**config.mk**
```make
export PLATFORM = sky130hd
export DESIGN_NAME = cnn_mac_accum
export DESIGN_NICKNAME = d
export VERILOG_FILES = /design/src/rtl/cnn_mac_pkg.sv /design/src/rtl/cnn_mac_requant.sv /design/src/rtl/cnn_mac_accum.sv
export SDC_FILE = /design/constraint.sdc
export NUM_CORES = 1
export LEC_CHECK = 0
export CORE_ASPECT_RATIO = 0.75
export CORE_UTILIZATION = 54
export CTS_BUF_LIST = sky130_fd_sc_hd__clkbuf_4 sky130_fd_sc_hd__clkbuf_8 sky130_fd_sc_hd__clkbuf_16
export DETAILED_ROUTE_END_ITERATION = 7
export HOLD_SLACK_MARGIN = 0.02
export PLACE_DENSITY_LB_ADDON = 0.1
export SLEW_MARGIN = 40
export SYNTH_ARGS = -nofsm -noshare
export SYNTH_HDL_FRONTEND = slang
export SYNTH_HIERARCHICAL = 1
export SYNTH_SLANG_ARGS = --single-unit
```
**constraint.sdc**
```tcl
create_clock -name ap_clk -period 4.95 [get_ports ap_clk]
set_clock_uncertainty 0.05 [all_clocks]
set_input_delay 0.99 -clock ap_clk [delete_from_list [all_inputs] [get_ports ap_clk]]
set_output_delay 0.99 -clock ap_clk [all_outputs]
set_load 0.02 [all_outputs]
```
**src/rtl/cnn_mac_pkg.sv**
```systemverilog
// Shared types and constants for the CNN multiply-accumulate output stage.
package cnn_mac_pkg;

    localparam int PROD_W  = 20;
    localparam int OUT_W   = 14;
    localparam int BIAS_W  = 14;
    localparam int OUT_MAX = 8191;
    localparam int OUT_MIN = -8192;

    typedef enum logic {
        ST_ACC  = 1'b0,
        ST_HOLD = 1'b1
    } state_t;

endpackage

```
**src/rtl/cnn_mac_requant.sv**
```systemverilog
// Combinational requantizer: round half up, arithmetic shift, saturate to 14 bits.
// Optional ReLU clamp of negative results under macro CNN_MAC_RELU_EN.
module cnn_mac_requant
    import cnn_mac_pkg::*;
#(
    parameter int ACC_WIDTH = 32,
    parameter int SHIFT     = 6
) (
    input  logic signed [ACC_WIDTH-1:0] acc,
    output logic signed [OUT_W-1:0]     res,
    output logic                        sat
);

    localparam logic signed [ACC_WIDTH:0] HALF = (ACC_WIDTH+1)'(1) <<< (SHIFT-1);
    localparam logic signed [ACC_WIDTH:0] HI   = (ACC_WIDTH+1)'(OUT_MAX);
    localparam logic signed [ACC_WIDTH:0] LO   = (ACC_WIDTH+1)'(OUT_MIN);

    // One extra bit so adding the rounding constant can never wrap.
    function automatic logic signed [ACC_WIDTH:0] round_shift(input logic signed [ACC_WIDTH-1:0] a);
        logic signed [ACC_WIDTH:0] t;
        t = {a[ACC_WIDTH-1], a} + HALF;
        return t >>> SHIFT;
    endfunction

    // Returns {clipped, value}.
    function automatic logic [OUT_W:0] saturate(input logic signed [ACC_WIDTH:0] v);
        if (v > HI)
            return {1'b1, OUT_W'(OUT_MAX)};
        else if (v < LO)
            return {1'b1, OUT_W'(OUT_MIN)};
        else
            return {1'b0, v[OUT_W-1:0]};
    endfunction

    logic signed [ACC_WIDTH:0] shifted;
    logic [OUT_W:0]            sat_res;

    always_comb begin
        shifted = round_shift(acc);
        sat_res = saturate(shifted);
        res     = sat_res[OUT_W-1:0];
        sat     = sat_res[OUT_W];
`ifdef CNN_MAC_RELU_EN
        if (sat_res[OUT_W-1]) begin
            res = '0;
            sat = 1'b0;
        end
`endif
    end

endmodule

```
**src/rtl/cnn_mac_accum.sv**
```systemverilog
// Accumulates NTERMS products plus a pre-scaled bias, then holds a requantized
// 14-bit result until accepted. Optional ReLU via macro CNN_MAC_RELU_EN.
module cnn_mac_accum
    import cnn_mac_pkg::*;
#(
    parameter int NTERMS    = 25,
    parameter int SHIFT     = 6,
    parameter int ACC_WIDTH = 32
) (
    input  logic                     ap_clk,
    input  logic                     ap_rst,
    input  logic signed [PROD_W-1:0] prod_dat,
    input  logic                     prod_vld,
    output logic                     prod_rdy,
    input  logic signed [BIAS_W-1:0] bias,
    output logic signed [OUT_W-1:0]  out_dat,
    output logic                     out_vld,
    input  logic                     out_rdy,
    output logic                     sat_flag,
    output logic                     busy
);

    localparam int CNT_W = (NTERMS > 1) ? $clog2(NTERMS) : 1;

    state_t                      state;
    logic [CNT_W-1:0]            cnt;
    logic signed [ACC_WIDTH-1:0] acc_p0;
    logic signed [ACC_WIDTH-1:0] acc_nxt;
    logic signed [OUT_W-1:0]     rq_dat;
    logic                        rq_sat;
    logic                        accept;
    logic                        last;

    assign prod_rdy = (state == ST_ACC) && !ap_rst;
    assign accept   = prod_vld && prod_rdy;
    assign last     = (cnt == CNT_W'(NTERMS-1));
    assign busy     = (cnt != '0) || out_vld;

    // Stage 0: the first term seeds the accumulator with the scaled bias.
    always_comb begin
        if (cnt == '0)
            acc_nxt = (ACC_WIDTH'(bias) <<< SHIFT) + ACC_WIDTH'(prod_dat);
        else
            acc_nxt = acc_p0 + ACC_WIDTH'(prod_dat);
    end

    cnn_mac_requant #(
        .ACC_WIDTH (ACC_WIDTH),
        .SHIFT     (SHIFT)
    ) u_requant (
        .acc (acc_nxt),
        .res (rq_dat),
        .sat (rq_sat)
    );

    // Stage 1: result register, loaded on the edge that completes the sum.
    always_ff @(posedge ap_clk or posedge ap_rst) begin
        if (ap_rst) begin
            state    <= ST_ACC;
            cnt      <= '0;
            acc_p0   <= '0;
            out_dat  <= '0;
            out_vld  <= 1'b0;
            sat_flag <= 1'b0;
        end else begin
            case (state)
                ST_ACC: begin
                    if (accept) begin
                        acc_p0 <= acc_nxt;
                        if (last) begin
                            cnt      <= '0;
                            state    <= ST_HOLD;
                            out_vld  <= 1'b1;
                            out_dat  <= rq_dat;
                            sat_flag <= rq_sat;
                        end else begin
                            cnt <= cnt + CNT_W'(1);
                        end
                    end
                end
                ST_HOLD: begin
                    if (out_rdy) begin
                        state   <= ST_ACC;
                        out_vld <= 1'b0;
                    end
                end
                default: state <= ST_ACC;
            endcase
        end
    end

endmodule

```
After elaboration in Yosys (flattened, before gate mapping)
Cells that the tools add are included.

$add $sub $neg: 4. Magnitude comparators: 2. Equal/unequal tests: 4. Muxes and demuxes: 12. Bitwise operators: 1. Reduce and logical (&&, ||, !) cells: 9.

Operators with widths (number): $add 32x7->33 const B (1); $add 32x20->32 (1); $mux 32 (1); $mux 15 (2); $gt 27x14->1 const B (1); $lt 27x14->1 const B (1); $add 20x20->21 (1); $mux 1 (6); $ne 2x2->1 const B (3); $reduce_and 3->1 (2); $add 5x1->5 const B (1); $eq 5x5->1 const B (1); $logic_not 5->1 (1); $mux 5 (1); $reduce_bool 5->1 (1); $pmux 1 s2 (2); $logic_and 1x1->1 (2); $reduce_and 2->1 (1); $logic_not 1->1 (1); $logic_or 1x1->1 (1); $not 1->1 (1).

Register bits: 54. Input bits: 38.

Longest topological paths before layout
Gate-level depths: netlist of the first run.

Word-level depth: 6. Gate-level depth with buffers: 20. Mapped depth without buffers: 18.

Modules after synthesis
Netlist of the first run, hierarchy kept.

Modules (own cells, without submodules): cnn_mac_accum (times used 1, cells each 591, area each 4872.2 um^2); cnn_mac_requant (times used 1, cells each 123, area each 940.9 um^2).

Least setup slack after synthesis of the first run
No wires, ideal clock.

Path type: input to register. Start: in prod_dat[0]. End: reg out_dat[3]. Setup time: 0.125 ns. Arrival time: 5.195 ns. Slack: -0.420 ns. Stages: 17. Path buffers: 1. Cell sequence: ha_1 -> fa_1 -> a211o_1 -> a211oi_2 -> o22ai_2 -> a211oi_4 -> xor2_1 -> a21boi_0 -> nand4_4 -> nor4_4 -> nor3b_1 -> xnor2_1 -> nand4_1 -> o31ai_4 -> buf_6 -> o21ai_2 -> mux2_2.

Cells in the longest elaborated chain, start to end: 6.

RTL lines: start: declaration (line cnn_mac_accum.sv:12) `input logic signed [PROD_W-1:0] prod_dat,`; $add 32x20->32 or $add 20x20->21 (tied branches) (line cnn_mac_accum.sv:44, cnn_mac_accum.sv:42); $mux 32 (*) (line cnn_mac_accum.sv:41) `if (cnt == '0)`; named net acc_nxt[12] (line cnn_mac_accum.sv:28) `logic signed [ACC_WIDTH-1:0] acc_nxt;`; $add 32x7->33 (*) (line cnn_mac_requant.sv:21) `t = {a[ACC_WIDTH-1], a} + HALF;`; $lt 27x14->1 (line cnn_mac_requant.sv:29) `else if (v < LO)`; $mux 15 (line cnn_mac_requant.sv:29); $mux 15 (*) (line cnn_mac_requant.sv:27) `if (v > HI)`; named net rq_dat[3] (line cnn_mac_accum.sv:29) `logic signed [OUT_W-1:0] rq_dat;`; end signal: assignment (line cnn_mac_accum.sv:74) `out_dat <= rq_dat;`; end: declaration (line cnn_mac_accum.sv:16) `output logic signed [OUT_W-1:0] out_dat,`.

The timed path passes the listed nets; every way through them passes the cells marked *. A chain may end at the register's enable or synchronous reset.

Worst setup path after layout of the first run
Start: in prod_dat[0]. End: reg out_dat[4].

The elaborated chain is that of the path after synthesis.

==> results of run 1 <==
## power breakdown
| group | switching [mW] | total, mW | internal [mW] |
|---|---|---|---|
| Sequential | 0.206 | 0.860 | 0.654 |
| Clock | 0.200 | 0.396 | 0.195 |
| Combinational | 2.98 | 5.84 | 2.86 |
## flip-flops by register name, indices dropped and copies added (netlist names)
signal	flops
sat_flag	1
acc_p0	32
cnt	5
out_vld	1
out_dat	14
state	1
## worst max path at each step
stage | start | end | depth (start not counted)
after global placement | prod_dat[1] | out_dat[1] | 20
after CTS | prod_dat[0] | out_dat[7] | 19
final | prod_dat[0] | out_dat[4] | 21
after floorplan | prod_dat[0] | out_dat[3] | 18
after detailed placement | prod_dat[0] | out_dat[1] | 18
after global routing | prod_dat[0] | out_dat[7] | 21
## routing by layer
metal	wire length, um	up-vias
li1	-	3128
met1	9370	3437
met2	11100	389
met3	1630	101
met4	962	0
met5	0	-
## area by class of cell
cell class / count / area, um^2
clock buffers: 5 / 125
fillers: 503 / 1290
multi-input cells: 600 / 4870
clock inverters: 3 / 28.8
inverters: 18 / 67.6
well taps: 136 / 170
flip-flops and latches: 54 / 1350
repair buffers: 299 / 2470
## worst register-to-register path, cell delays in order (launching register included)
cell	delay (ns)
dfrtp_1	0.43
ha_4	0.19
fa_2	0.35
a211o_1	0.32
a211oi_4	0.34
buf_4	0.18
o21bai_1	0.12
a21o_1	0.23
a21oi_2	0.15
xor2_1	0.10
o22ai_2	0.18
nand4_4	0.21
nor4_4	0.39
mux2_2	0.39
nor2_2	0.11
o32ai_2	0.11
o31ai_4	0.23
buf_6	0.16
buf_16	0.13
o21ai_2	0.05
mux2_4	0.26
## per-stage QoR
stage	setup TNS [ns]	power, mW	worst slack [ns]	cells
after floorplan	0	3.49	0.0282	712
after global placement	-11.34	5.34	-0.802	1053
after detailed placement	-11.57	5.45	-0.821	1053
after CTS	-1.36	6.43	-0.104	1094
after global routing	-4.66	7.47	-0.343	1115
final	-1.91	7.10	-0.147	1115
## timing repair
action                     4_1_cts  5_1_grt
cloned                           1        0
setup endpoints to repair       15       15
buffers inserted                32       24
pin swaps                       38       52
gates resized for setup         94       89
==> impl_metrics.yaml, run 1 <==
grt:
  grt_pass1_wl_mm: 32.7
  grt_use_met3: 0.0684
  grt_start_max_net_pins: 53
  grt_use_met1: 0.459
  first_global_vias: 6745
  grt-ovfl-total: 0
  use_met2: 0.638
  antenna_found_initial: 0
  grt_usage: 0.374
  busiest_layer: "met2"
worst_setup_path:
  max_stage_delay_ns: 0.39
  cp_cell_sequence: "buf_8, ha_4, fa_2, a211o_1, a211oi_4, buf_4, o21bai_1, a21o_1, a21oi_2, xor2_1, o22ai_2, nand4_4, nor4_4, mux2_2, nor2_2, o32ai_2, o31ai_4, buf_6, buf_16, o21ai_2, mux2_4"
  cp_slowest_cell: "mux2_2"
  worstRegToRegCells: 20
  cp_top_family: "compound AO/OA/AOI/OAI gates"
  timing.rr.start: "acc_p0[0]"
  rr_endpoint: "out_dat[4]"
  crit_required_ns: 5.09
  r2r_slack_ns: 0.18
  critPathKind: "in2reg"
  worstPathArrival_ns: 5.24
  cp-end-kind: "register"
  start_kind: "input pin"
  worst-path-buf-inv: 4
  crit_fanout: 7
worst_hold_path:
  min_path_type: "reg2reg"
  min_to: "acc_p0[28]"
  hold_start: "acc_p0[28]"
  whs_path_depth: 2
yosys:
  syn_area_per_cell_um2: 8.15
  synth_fp_nets: 800
  synth_cells: 712
  synth_area_um2: 5810
  ys_warn_count: 6
status:
  outcome: "finished with violations"
  violations: "setup timing"
route:
  wl_per_cell_um: 20.7
  dr.pass1.iters: 5
  vias: 7055
  viasPerCell: 6.33
  antenna_left: 0
  drt_iter0_drc: 732
  drcViolationCount: 0
  wirelength_mm: 23.1
clocking:
  clock_sinks: 54
  clk_pin_slew_ns: 0.08
  cts_buffers: 5
  htree_levels: 2
  cts_buffer_depth: 2
  clk_latency_ns: 0.31
  cts-root-buf: "clkbuf_16"
  hold_buffers: 0
  cts_tree: "yes"
timing:
  setup_ws_ns: -0.147
  fin_crit_ns: 5.10
  slew_headroom: 0.503
  min_period_over_period: 1.03
  tightest_slew_ns: 0.745
  fmax_mhz: 196
  finalSetupViolations: 14
  hold_viol: 0
  rsz0062_at_grt: "true"
  slew_violations: 0
  timing.hold.ws_ns: 0.465
floorplanning:
  dieArea_um2: 11200
  core_region_area_um2: 10400
  die_w_um: 122
  die_y_um: 91.8
  rows: 32
  initial_core_util: 0.560
  io_pins: 56
finish:
  nNetsFinal: 1066
  num_antenna_cells: 0
  fin_util: 0.876
  final_cell_mix: "buf_4 (231), nand2_1 (77), nor2_1 (59), a21oi_1 (56), dfrtp_1 (54)"
  syn2layout_area_growth_pct: 56.4
  layout-drive-gt1-share: 0.419
  mostFrequentLayoutCell: "buf_4"
  final_cell_area_um2: 9080
placed_design:
  dp_hpwl_mm: 14.2
  place_area_um2: 7860
  place.gp.congestion: 0.946
  io_buffers: 55
power:
  max-vdd-ir-drop_v: 0.000529
  p_leak_nw: 4.07
  power.density_nw_per_um2: 782
job:
  maxCapViolCount: 0
Note: power is estimated with default switching activity, not from simulation.
==> run 2: changes to the inputs <==
Settings changed: CORE_UTILIZATION 54 to 55, CTS_BUF_LIST sky130_fd_sc_hd__clkbuf_4 sky130_fd_sc_hd__clkbuf_8 sky130_fd_sc_hd__clkbuf_16 to sky130_fd_sc_hd__clkbuf_2 sky130_fd_sc_hd__clkbuf_4 sky130_fd_sc_hd__clkbuf_8, CTS_CLUSTER_DIAMETER set to 40, CTS_CLUSTER_SIZE set to 16.
==> run 2 against run 1 <==
  * The flow still finishes with violations (setup timing)
  * Hold slack improved by 0.011 ns
  * First-iteration DRC count decreased by 12%
  * Total power decreased by 5.2%
  * Combinational power shrank 4.1%
  * Sequential cell count unchanged
  * Via count is 3.4% lower
  * Global-route usage fell by 0.38 points
  * Sequential power down 3.1%
  * Wire length is 5.4% lower
  * Non-clock buffer count down 24
  * Clock power shrank 26%
  * Critical path type unchanged
==> impl_metrics.yaml, run 2 (synthesized netlist as in run 1, its figures left out) <==
route:
  drcViolationCount: 0
  drt_iter0_drc: 647
  vias: 6816
  dr.pass1.iters: 5
  wl_per_cell_um: 20.0
  wirelength_mm: 21.8
  viasPerCell: 6.25
  antenna_left: 0
worst_setup_path:
  start_kind: "input pin"
  r2r_slack_ns: -0.03
  worstPathArrival_ns: 5.51
  crit_required_ns: 5.18
  crit_fanout: 13
  critPathKind: "in2reg"
  rr_endpoint: "out_dat[8]"
  cp-end-kind: "register"
  timing.rr.start: "acc_p0[0]"
  crit_start: "prod_dat[0]"
  crit_path_end: "out_dat[8]"
  worstRegToRegCells: 21
floorplanning:
  dieArea_um2: 11000
  die_y_um: 91.0
  core_region_area_um2: 10300
  rows: 32
  die_w_um: 121
  io_pins: 56
  initial_core_util: 0.564
finish:
  syn2layout_area_growth_pct: 49.3
  layout-drive-gt1-share: 0.370
  regMostFlops: "acc_p0"
  final_cell_mix: "buf_4 (211), nand2_1 (81), nor2_1 (58), a21oi_1 (57), dfrtp_1 (54)"
  num_antenna_cells: 0
  fin_util: 0.842
  mostFrequentLayoutCell: "buf_4"
  largest_reg_flops: 32
  nNetsFinal: 1042
  fillers: 587
  top_regs: "acc_p0 (32), out_dat (14), cnt (5)"
worst_hold_path:
  whs_path_depth: 1
  min_path_type: "reg2reg"
timing:
  tightest_slew_ns: 0.717
  hold_viol: 0
  finalSetupViolations: 14
  fin_crit_ns: 5.28
  setup_ws_ns: -0.333
  rsz0062_at_grt: "true"
  min_period_over_period: 1.07
  slew_headroom: 0.522
  timing.hold.ws_ns: 0.476
  fmax_mhz: 189
  slew_violations: 0
grt:
  first_global_vias: 6601
  grt_use_met3: 0.0503
  use_met2: 0.640
  grt_usage: 0.370
  antenna_found_initial: 0
  grt-ovfl-total: 0
  grt_start_max_net_pins: 32
  grt_use_met1: 0.479
  grt_pass1_wl_mm: 32.4
  busiest_layer: "met2"
job:
  maxCapViolCount: 0
placed_design:
  dp_hpwl_mm: 14.6
  io_buffers: 55
  preCtsSetupSlack_ns: -0.807
  place.gp.congestion: 0.984
clocking:
  clk_latency_ns: 0.33
  cts_buffer_depth: 2
  cts_tree: "yes"
  cts-root-buf: "clkbuf_8"
  htree_levels: 2
  clk_pin_slew_ns: 0.12
  clock_sinks: 54
  hold_buffers: 0
  cts_buffers: 5
status:
  outcome: "finished with violations"
  violations: "setup timing"
power:
  p_clk_frac: 0.044
  pwr-share-comb: 0.833
  power.density_nw_per_um2: 776
  p_leak_nw: 3.87
  swShare: 0.488
  p_switching_mw: 3.29
  max-vdd-ir-drop_v: 0.000418
  p_int_mw: 3.44
  pwr-share-seq: 0.124
==> run 2: changes by cell type in the layout (fill, tap and decap cells not counted), sizes merged, moves of 2 or more <==
cell / previous run / this run
clkdlybuf4s50: 33 / 40
dlymetal6s2s: 9 / 7
clkbuf: 9 / 6
dlygate4sd2: 2 / 4
buf: 251 / 222
==> run 2: area by class of cell <==
type                            instances  area, um^2  share of cell area
Multi-Input combinational cell        600        4700               0.542
Timing Repair Buffer                  275        2280               0.263
Sequential cell                        54        1350               0.156
Tap cell                              136         170              0.0196
Clock buffer                            5        68.8             0.00794
Inverter                               18        67.6             0.00780
Clock inverter                          3        28.8             0.00332
==> run 2: worst min path at each step <==
| stage | to | start | slack (ns) |
|---|---|---|---|
| after CTS | acc_p0[9] | acc_p0[9] | 0.48 |
| final | out_dat[5] | out_dat[5] | 0.48 |
| after global placement | acc_p0[3] | acc_p0[3] | 0.43 |
| after global routing | out_dat[9] | out_dat[9] | 0.49 |
| after floorplan | acc_p0[3] | acc_p0[3] | 0.40 |
| after detailed placement | acc_p0[4] | acc_p0[4] | 0.43 |
==> run 2: critical path, cell delays in order <==
cell and delay (ns):
buf_6 0.10, ha_4 0.15, fa_2 0.33, a211o_1 0.33
a211oi_4 0.37, o22ai_4 0.17, a211oi_4 0.28, buf_4 0.18
o31ai_4 0.06, xnor2_1 0.16, a21oi_2 0.19, buf_4 0.14
nand4_1 0.12, nor4_4 0.36, buf_4 0.17, xor2_1 0.20
nand4_1 0.13, nor3_1 0.35, a31oi_2 0.19, buf_12 0.19
o21ai_4 0.16, mux2_4 0.16
==> run 2: stage by stage <==
stage | power, mW | area (um^2) | cells | TNS, ns
final | 6.73 | 8670 | 1091 | -4.34
after global routing | 7.05 | 8670 | 1091 | -6.26
after CTS | 6.18 | 8390 | 1081 | -0.0309
after detailed placement | 5.48 | 7850 | 1052 | -11.44
after global placement | 5.33 | 7850 | 1052 | -9.60
after floorplan | 3.49 | 5860 | 712 | 0
==> run 2: power by group through the flow <==
stage	Sequential [mW]	Combinational, mW	Clock (mW)
after floorplan	0.839	2.65	0
after detailed placement	0.817	4.66	0
after global routing	0.848	5.90	0.309
after global placement	0.798	4.54	0
after CTS	0.818	5.07	0.295
final	0.833	5.60	0.293
==> run 2: what timing repair did <==
item	CTS	global route
gates resized for setup	74	45
gates cloned	1	0
pin swaps	39	27
buffers inserted	20	10
setup endpoints to repair	15	14
==> run 2: layer usage <==
layer	wire, um	part of all wire
met1	8900	0.41
met2	10700	0.49
met3	1410	0.064
met4	806	0.037
met5	0	0
==> run 3: changes to the inputs <==
Settings changed: CORE_UTILIZATION 55 to 65, RECOVER_POWER set to 100.
Clock period 4.95 ns to 6.79 ns, I/O delays scaled along.
==> run 3 against run 2 <==
  * The flow finishes with violations (DRC, capacitance limit, slew limit)
  * Die area shrank 15%
  * Design area decreased by 25%
  * Critical endpoint is now out_dat[2]
  * Wire length down 26%
  * Sequential share of layout area rose by 5.1 points
  * Largest cell class unchanged
  * Critical path depth shrank 2
  * First-iteration DRC count decreased by 16%
==> impl_metrics.yaml, run 3 (synthesized netlist as in run 1, its figures left out) <==
grt:
  grt_start_max_net_pins: 55
  first_global_vias: 5300
  antenna_found_initial: 0
  grt-ovfl-total: 0
  grt_pass1_wl_mm: 26.1
  grt_usage: 0.349
floorplanning:
  die_y_um: 83.8
  io_pins: 56
  dieArea_um2: 9320
  initial_core_util: 0.678
  rows: 29
  die_w_um: 111
  core_region_area_um2: 8560
worst_setup_path:
  worstPathArrival_ns: 6.61
  start_kind: "input pin"
  cp-end-kind: "register"
  critPathKind: "in2reg"
  crit_required_ns: 7.01
  crit_fanout: 13
placed_design:
  place.gp.congestion: 1.01
  dp_hpwl_mm: 12.1
  place_area_um2: 6490
  dp.cells: 856
  io_buffers: 55
route:
  antenna_left: 0
  drcViolationCount: 8
  wirelength_mm: 16.1
  drt_iter0_drc: 543
  dr.pass1.iters: 7
  vias: 5648
  wl_per_cell_um: 18.6
  viasPerCell: 6.54
timing:
  hold_viol: 0
  tightest_slew_ns: 3.14
  rsz0062_at_grt: "false"
  slew_violations: 55
  fin_crit_ns: 6.39
  min_period_over_period: 0.940
  slew_headroom: -1.09
  tns_ns: 0
  finalSetupViolations: 0
  fmax_mhz: 157
finish:
  final_cell_area_um2: 6520
  mostFrequentLayoutCell: "nand2_1"
  nNetsFinal: 843
  fin_util: 0.762
  syn2layout_area_growth_pct: 12.3
  fillers: 651
  num_antenna_cells: 0
  regMostFlops: "acc_p0"
  seqCellArea_um2: 1350
  multi_input_area_um2: 4150
  instances_no_fill: 864
  final_cell_mix: "nand2_1 (82), a21oi_1 (63), nor2_1 (61), dfrtp_1 (54), o21ai_0 (49)"
  largest_reg_flops: 32
  top_regs: "acc_p0 (32), out_dat (14), cnt (5)"
  layout-drive-gt1-share: 0.102
power:
  p_switching_mw: 1.82
  pwr-share-comb: 0.762
  p_clk_frac: 0.069
  power.density_nw_per_um2: 529
  p_int_mw: 1.63
  swShare: 0.527
  pwr-share-seq: 0.169
  max-vdd-ir-drop_v: 0.000309
  p_leak_nw: 2.71
clocking:
  cts_setup_buffers: 0
  clock_sinks: 54
  cts_buffer_depth: 2
  htree_levels: 2
  hold_buffers: 0
  clk_pin_slew_ns: 0.11
  cts_tree: "yes"
  clk_latency_ns: 0.33
  cts-resized-gates: 0
  cts-root-buf: "clkbuf_8"
  cts_buffers: 5
worst_hold_path:
  min_path_type: "reg2reg"
status:
  outcome: "finished with violations"
  violations: "DRC, capacitance limit, slew limit"
job:
  maxCapViolCount: 2
-- run 3: critical path, cell delays in order --
cell and delay, ns:
dlygate4sd3_1 0.56, ha_1 0.25, fa_1 0.44, a211o_1 0.35
a211oi_2 0.32, o22ai_1 0.24, a21o_1 0.29, a31oi_1 0.29
xnor2_1 0.16, nand2_1 0.09, nand2_1 0.24, nand4_1 0.17
nor3_1 0.25, nor4bb_1 0.26, o21ai_0 0.21, a2111oi_4 0.37
a31oi_2 0.12, buf_4 0.21, o21ai_0 0.23, mux2_2 0.20
-- run 3: final cells by class --
type | count | share of cell area
Inverter | 18 | 0.0104
Timing Repair Buffer | 76 | 0.107
Tap cell | 108 | 0.0207
Sequential cell | 54 | 0.207
Multi-Input combinational cell | 600 | 0.637
Clock inverter | 3 | 0.00729
Clock buffer | 5 | 0.0106
-- run 3: power by group through the flow --
stage	Sequential (mW)	Clock, mW	Combinational (mW)
after global routing	0.600	0.248	2.83
final	0.584	0.238	2.63
after floorplan	0.610	0	1.90
after global placement	0.581	0	2.58
after CTS	0.584	0.239	2.67
after detailed placement	0.590	0	2.64
-- run 3: worst paths after layout --
path,from,end,slack [ns],cells past startpoint
min in group asynchronous,ap_rst,cnt[1],2.65,3
hold / removal,acc_p0[4],acc_p0[4],0.46,2
setup / recovery,prod_dat[0],out_dat[2],0.40,20
setup reg to reg,acc_p0[0],out_dat[2],1.62,19
max in group asynchronous,ap_rst,acc_p0[17],2.29,3
hold reg to reg,acc_p0[4],acc_p0[4],0.46,2
-- run 3: through the flow --
step | setup WS, ns | hold slack [ns] | power (mW)
after global routing | 0.215 | 0.460 | 3.68
after CTS | 0.718 | 0.448 | 3.50
after detailed placement | 0.401 | 0.421 | 3.23
final | 0.404 | 0.464 | 3.45
after floorplan | 1.05 | 0.400 | 2.51
after global placement | 0.525 | 0.413 | 3.16
-- run 3: routing by layer --
layer,vias to the layer above,share of wire,global-route usage
met4,0,0.018,0.102
met3,29,0.083,0.0487
met1,2671,0.46,0.495
met5,-,0,0
met2,262,0.44,0.555
li1,2686,-,-
